### config.mk
export PLATFORM = sky130hd
export DESIGN_NAME = macc_array
export DESIGN_NICKNAME = d
export VERILOG_FILES = /design/src/rtl/macc_array_pkg.sv /design/src/rtl/macc_array_lane.sv /design/src/rtl/macc_array.sv
export SDC_FILE = /design/constraint.sdc
export NUM_CORES = 2
export LEC_CHECK = 0
export BUFFER_PORTS_ARGS = -buffer_cell sky130_fd_sc_hd__buf_2
export CAP_MARGIN = 20
export CORE_ASPECT_RATIO = 1.2
export CORE_MARGIN = 4
export CORE_UTILIZATION = 60
export CTS_BUF_LIST = sky130_fd_sc_hd__clkbuf_4
export DETAILED_ROUTE_END_ITERATION = 8
export GPL_TIMING_DRIVEN = 0
export MAX_ROUTING_LAYER = met4
export PLACE_DENSITY = 0.79
export SLEW_MARGIN = 20
export SYNTH_ARGS = -nofsm -noshare
export SYNTH_HDL_FRONTEND = slang
export SYNTH_SLANG_ARGS = --single-unit
### constraint.sdc
create_clock -name clk -period 8.1 [get_ports clk]
set_input_delay 0.405 -clock clk [delete_from_list [all_inputs] [get_ports clk]]
set_output_delay 0.405 -clock clk [all_outputs]
set_load 0.02 [all_outputs]
### src/rtl/macc_array_pkg.sv
// macc_pkg: op_code encodings, rounding modes and control decode
// shared by the multi-lane MACC engine and its lanes.
`ifndef PRECISION_OP
`define PRECISION_OP 16
`endif
`ifndef PRECISION_ACC
`define PRECISION_ACC 32
`endif
`ifndef PRECISION_FRAC
`define PRECISION_FRAC 8
`endif

package macc_pkg;

  localparam logic [2:0] MACC_OP_MUL     = 3'd0;
  localparam logic [2:0] MACC_OP_SQR     = 3'd1;
  localparam logic [2:0] MACC_OP_MAC     = 3'd2;
  localparam logic [2:0] MACC_OP_SQR_ACC = 3'd3;
  localparam logic [2:0] MACC_OP_MADD    = 3'd4;
  localparam logic [2:0] MACC_OP_SQR_ADD = 3'd5;

  localparam int ROUND_TRUNC   = 0;
  localparam int ROUND_HALF_UP = 1;

  typedef struct packed {
    logic use_acc;
    logic use_add;
    logic clr;
  } macc_ctl_t;

  function automatic macc_ctl_t macc_decode(
    input logic [2:0] op,
    input logic       clr
  );
    macc_ctl_t c;
    c.use_acc = op[1];
    c.use_add = ~op[1] & op[2];
    c.clr     = clr;
    return c;
  endfunction

endpackage

### src/rtl/macc_array_lane.sv
// macc_lane: one lane's operand, product and accumulate stages
// plus output rounding/narrowing (saturating with MACC_ARRAY_SAT_EN).
module macc_lane
  import macc_pkg::*;
#(
  parameter int OP_0_WIDTH = `PRECISION_OP,
  parameter int OP_1_WIDTH = `PRECISION_OP,
  parameter int ACC_WIDTH  = `PRECISION_ACC,
  parameter int OUT_WIDTH  = `PRECISION_OP,
  parameter int FRAC_BITS  = `PRECISION_FRAC,
  parameter int ROUND_MODE = 0
) (
  input  logic                  clk,
  input  logic                  reset_n,
  input  logic                  i_adv,
  input  logic                  i_sq1,
  input  macc_ctl_t             i_ctl2,
  input  logic                  i_v2,
  input  logic [OP_0_WIDTH-1:0] i_op_0,
  input  logic [OP_1_WIDTH-1:0] i_op_1,
  input  logic [ACC_WIDTH-1:0]  i_op_add,
  output logic [OUT_WIDTH-1:0]  o_out
);

  localparam logic [ACC_WIDTH:0] RND =
    (ROUND_MODE == ROUND_HALF_UP) ?
    ((ACC_WIDTH+1)'(1) << (FRAC_BITS-1)) : '0;

  logic [OP_0_WIDTH-1:0]       r_a;
  logic [OP_1_WIDTH-1:0]       r_b;
  logic [ACC_WIDTH-1:0]        r_add1;
  logic [ACC_WIDTH-1:0]        r_add2;
  logic signed [ACC_WIDTH-1:0] r_prod;
  logic signed [ACC_WIDTH-1:0] r_acc;
  logic [OUT_WIDTH-1:0]        r_out;

  logic signed [ACC_WIDTH-1:0] w_ax;
  logic signed [ACC_WIDTH-1:0] w_bx;
  logic signed [ACC_WIDTH-1:0] w_prod;
  logic signed [ACC_WIDTH-1:0] w_addend;
  logic signed [ACC_WIDTH-1:0] w_sum;
  logic signed [ACC_WIDTH:0]   w_rnd;
  logic [OUT_WIDTH-1:0]        w_nar;

  assign w_ax = {{(ACC_WIDTH-OP_0_WIDTH){r_a[OP_0_WIDTH-1]}}, r_a};
  assign w_bx = i_sq1 ? w_ax :
    {{(ACC_WIDTH-OP_1_WIDTH){r_b[OP_1_WIDTH-1]}}, r_b};
  assign w_prod = w_ax * w_bx;

  // clear only drops the accumulator term; op_add still applies
  always_comb begin
    w_addend = '0;
    if (i_ctl2.use_acc)
      w_addend = i_ctl2.clr ? '0 : r_acc;
    else if (i_ctl2.use_add)
      w_addend = r_add2 <<< FRAC_BITS;
  end

  assign w_sum = r_prod + w_addend;
  assign w_rnd = {w_sum[ACC_WIDTH-1], w_sum} + RND;

`ifdef MACC_ARRAY_SAT_EN
  logic signed [ACC_WIDTH:0] w_shr;
  logic                      w_fit;
  assign w_shr = w_rnd >>> FRAC_BITS;
  assign w_fit = (&w_shr[ACC_WIDTH:OUT_WIDTH-1]) |
                 (~|w_shr[ACC_WIDTH:OUT_WIDTH-1]);
  assign w_nar = w_fit ? w_shr[OUT_WIDTH-1:0] :
    w_shr[ACC_WIDTH] ? {1'b1, {(OUT_WIDTH-1){1'b0}}} :
                       {1'b0, {(OUT_WIDTH-1){1'b1}}};
`else
  assign w_nar = OUT_WIDTH'(w_rnd >>> FRAC_BITS);
`endif

  always_ff @(posedge clk or negedge reset_n) begin
    if (!reset_n) begin
      r_a    <= '0;
      r_b    <= '0;
      r_add1 <= '0;
      r_add2 <= '0;
      r_prod <= '0;
      r_acc  <= '0;
      r_out  <= '0;
    end else if (i_adv) begin
      r_a    <= i_op_0;
      r_b    <= i_op_1;
      r_add1 <= i_op_add;
      r_add2 <= r_add1;
      r_prod <= w_prod;
      if (i_v2) begin
        r_acc <= w_sum;
        r_out <= w_nar;
      end
    end
  end

  assign o_out = r_out;

endmodule

### src/rtl/macc_array.sv
// macc_array: NUM_LANES MACC lanes behind one valid/ready stream.
// Define MACC_ARRAY_SAT_EN for saturating output narrowing.
module macc_array
  import macc_pkg::*;
#(
  parameter int NUM_LANES  = 4,
  parameter int OP_0_WIDTH = `PRECISION_OP,
  parameter int OP_1_WIDTH = `PRECISION_OP,
  parameter int ACC_WIDTH  = `PRECISION_ACC,
  parameter int OUT_WIDTH  = `PRECISION_OP,
  parameter int FRAC_BITS  = `PRECISION_FRAC,
  parameter int ROUND_MODE = 0
) (
  input  logic                            clk,
  input  logic                            reset_n,
  input  logic                            in_valid,
  output logic                            in_ready,
  input  logic [2:0]                      op_code,
  input  logic                            clear,
  input  logic [NUM_LANES*OP_0_WIDTH-1:0] op_0,
  input  logic [NUM_LANES*OP_1_WIDTH-1:0] op_1,
  input  logic [NUM_LANES*ACC_WIDTH-1:0]  op_add,
  output logic                            out_valid,
  input  logic                            out_ready,
  output logic [NUM_LANES*OUT_WIDTH-1:0]  out
);

  logic      w_stall;
  logic      w_adv;
  logic      r_v1;
  logic      r_v2;
  logic      r_v3;
  logic      r_sq1;
  macc_ctl_t r_ctl1;
  macc_ctl_t r_ctl2;

  // whole pipeline freezes while a result waits downstream
  assign w_stall  = r_v3 & ~out_ready;
  assign w_adv    = ~w_stall;
  assign in_ready = ~w_stall;

  always_ff @(posedge clk or negedge reset_n) begin
    if (!reset_n) begin
      r_v1   <= 1'b0;
      r_v2   <= 1'b0;
      r_v3   <= 1'b0;
      r_sq1  <= 1'b0;
      r_ctl1 <= '0;
      r_ctl2 <= '0;
    end else if (w_adv) begin
      r_v1   <= in_valid;
      r_v2   <= r_v1;
      r_v3   <= r_v2;
      r_sq1  <= op_code[0];
      r_ctl1 <= macc_decode(op_code, clear);
      r_ctl2 <= r_ctl1;
    end
  end

  assign out_valid = r_v3;

  for (genvar g = 0; g < NUM_LANES; g++) begin : g_lane
    macc_lane #(
      .OP_0_WIDTH (OP_0_WIDTH),
      .OP_1_WIDTH (OP_1_WIDTH),
      .ACC_WIDTH  (ACC_WIDTH),
      .OUT_WIDTH  (OUT_WIDTH),
      .FRAC_BITS  (FRAC_BITS),
      .ROUND_MODE (ROUND_MODE)
    ) u_lane (
      .clk      (clk),
      .reset_n  (reset_n),
      .i_adv    (w_adv),
      .i_sq1    (r_sq1),
      .i_ctl2   (r_ctl2),
      .i_v2     (r_v2),
      .i_op_0   (op_0[g*OP_0_WIDTH +: OP_0_WIDTH]),
      .i_op_1   (op_1[g*OP_1_WIDTH +: OP_1_WIDTH]),
      .i_op_add (op_add[g*ACC_WIDTH +: ACC_WIDTH]),
      .o_out    (out[g*OUT_WIDTH +: OUT_WIDTH])
    );
  end

endmodule

==> summary.md <==
| Metric | Value |
|---|---|
| RSZ-0062 raised after global routing | no |
| Hold WC Path Type | in -> reg |
| Iteration count of the initial detailed-routing pass | 6 |
| Root buffer cell | clkbuf_4 |
| Hold path cells | 4 |
| CTS Buf Count | 121 |
| Worst Reg-to-Reg Cells | 25 |
| Row count | between 100 and 150 |
| Reg2Reg Capture Point | g_lane[0].u_lane.r_prod[23] |
| Vias/cell | 5.693 |
| Crit path max-delay family | adder cells |
| GPL Wtd Cong | between 1 and 1.5 |
| Worst-path clk slew | 0.06 ns |
| Post-DRT Antenna Nets | 0 |
| Slowest CP cell | fa_1 |
| Type of origin of the critical path | register |
| DIE WIDTH | around 280 um |
| Synthesized area | between 0.05 and 0.06 mm2 |
| Die area | ~0.094 mm2 |
| Initial DRC Count | between 3,000 and 4,000 |
| Area grow syn2layout | 12.41% |
| Reg2reg setup slack | roughly 0.21 ns |
| Layout net count | between 8,000 and 9,000 |
| Layer with the highest usage | met2 |
| Beginning of the worst hold path | op_1[43] |
| Max_slew headroom | 21.29% |
| GRT Overall Usage | 38.84% |
| Seq/Total Area, Yosys | 21.46% |
| Initial antenna violation count | 10 |
| Clock Skews | between 0.09 and 0.1 ns |
| Max-Cap Viols | 0 |
| Total negative slack | 0 ns |
| Largest net degree at the start of global routing | 97 |
| Top-area cell type share of the netlist area | between 20% and 30% |
| Clock sink total | 458 |
| Kind of critical path | reg -> reg |
| Seq cells post-synth | about 460 |
| Met2 Use GR | around three fifths |
| Leading area contributor after synthesis | fa_1 |
| Port bufs | 265 |
| Post-Syn Nets | ~7,500 |
| WL/cell | between 20 and 25 um |
| Final min period | slightly below 8 ns |
| Vias in the first global route | around 48,000 |
| Worst EP arrival | between 8 and 9 ns |
| Final hold slack | between 0.09 and 0.1 ns |
| Netlist cell types | 77 |
| Count leader, synth | nand2_1 |
| CTS H-tree depth | 3 |
| R2r startpoint | r_sq1 |
| Grt ovf | 0 |
| CP bufs+invs | 7 |
| Final WL | roughly 170 mm |
| Max Freq | 126.7 MHz |
| IO Pins | 330 |
| Clk_lat worst skew | about 1.1 ns |
| Initial core utilization | roughly 60% |
| Commonest cells in the netlist | nand2_1 (1,471), inv_1 (984), fa_1 (752) |
| Share of layout cells above drive strength 1 | under 10% |
| Main area contributors after synthesis | fa_1 (28%), dfrtp_1 (21%), nand2_1 (10%), ha_1 (9.0%), inv_1 (6.9%) |
| Status | completed |
| First-pass GRT wire length | around 270 mm |
| Final worst path period share | between 90% and 100% |
| Worst EP required | a little under 9 ns |
| Met3 Use GR | about 8.1% |
| GR Util met1 | between 40% and 50% |
| Setup ws final | 0.2085 ns |
| Filler Cell Count | around 7,000 |
| Endpoint, Worst Hold | g_lane[2].u_lane.r_b[11] |
| Ys flop type | dfrtp_1 |
| Vert. Die Dim | roughly 330 um |
| Post-synth EDFFs | 0 |
| Final setup viols | 0 |
| CP Capture Type | register |
| Average cell area after synthesis | 8.783 um2 |
| CP Max Fanout | 14 |
| Drt drc | 0 |
| Worst-Margin Slew | 1.181 ns |
| Setup WS pre-CTS | -1.481 ns |
| DR vias | between 40,000 and 50,000 |
| CTS tree | built |
| Worst path max stage delay | about 0.56 ns |
| Longest Clk Path Bufs | 3 |
| Core area | just under 0.09 mm2 |
| Final slew viol count | 0 |
| Synth Instances | around 6,100 |
| Most used cell, CP | fa_1 |
| Post-synth ARST share | 100.0% |
| DP HPWL | 135.0 mm |
| Hold Fails Final Rpt | 0 |
| Synth warn | 0 |
cell usage in the layout, fill, tap and decap left out, types with 177 or more instances in the layout:
cell type,count
o21ai_0,201
ha_1,384
fa_1,752
dlygate4sd3_1,199
and2_1,381
inv_1,984
clkbuf_1,229
clkbuf_4,177
dfrtp_1,458
nand2_1,1471
buf_2,270
worst max-delay path by stage:
stage                     startpoint                          end  slack, ns  cells past startpoint
final                          r_sq1  g_lane[0].u_lane.r_prod[23]       0.21                     25
after global routing           r_sq1  g_lane[0].u_lane.r_prod[23]       0.08                     25
after CTS                      r_sq1  g_lane[1].u_lane.r_prod[23]      -0.05                     26
after detailed placement       r_sq1  g_lane[1].u_lane.r_prod[23]      -1.48                     26
after global placement       reset_n     g_lane[2].u_lane.r_b[11]      -2.67                      1
after floorplan                r_sq1  g_lane[0].u_lane.r_prod[23]       1.06                     27
layout make-up:
class / instances / area [um2] / area share (%)
Tap cell: 1149 / 1438 / 2.394
Antenna cell: 13 / 32.53 / 0.05417
Clock buffer: 176 / 1321 / 2.200
Timing Repair Buffer: 471 / 3521 / 5.863
Multi-Input combinational cell: 4304 / 36820 / 61.32
Buffer: 324 / 1551 / 2.584
Sequential cell: 458 / 11460 / 19.09
Inverter: 989 / 3712 / 6.182
Clock inverter: 28 / 190.2 / 0.3167
tightest hold or removal path, stage by stage:
cell and delay [ns]:
dlygate4sd3_1 0.51, buf_2 0.09, nand2_1 0.04, nand2_1 0.05
per-stage QoR:
stage,instance area (um2),instances,util [%]
floorplan,53420,6082,-
global placement,56180,7496,63.85
detailed placement,56370,7502,64.06
CTS,59980,7904,68.16
global route,60040,7910,68.24
finish,60050,7912,68.24
layer usage:
metal | routed length, um | vias to the layer above
met1 | 64380 | 22180
met3 | 16390 | 626
li1 | - | 19870
met4 | 12850 | 0
met5 | 0 | -
met2 | 79650 | 2369
registers in the layout, indices dropped and copies added (netlist names), 3 cells and up:
signal and count:
g_lane.u_lane.o_out 60, g_lane.u_lane.r_a 64, g_lane.u_lane.r_acc 36, g_lane.u_lane.r_add1 64
g_lane.u_lane.r_add2 64, g_lane.u_lane.r_b 64, g_lane.u_lane.r_prod 96, r_ctl1 3
r_ctl2 3
timing repair:
item | 4_1_cts | 5_1_grt
hold buffers | 200 | 0
endpoints found under the hold margin | 419 | 0
pin swaps | 1 | 1
gates resized for setup | 25 | 21
buffers inserted | 0 | 0
setup endpoints to repair | 45 | 13
kinds of logic after synthesis:
family                   share of synthesized area, %
flip-flops                                      21.46
buffers and inverters                           9.777
adder cells (fa/ha/maj)                         37.18
multiplexers                                    1.398
AND/OR/NAND/NOR                                 18.17
XOR/XNOR                                        3.778
AO/OA/AOI/OAI                                   8.249
Power is not shown: default switching activity piles up to over one toggle a cycle in this logic, so the estimate is an artifact.
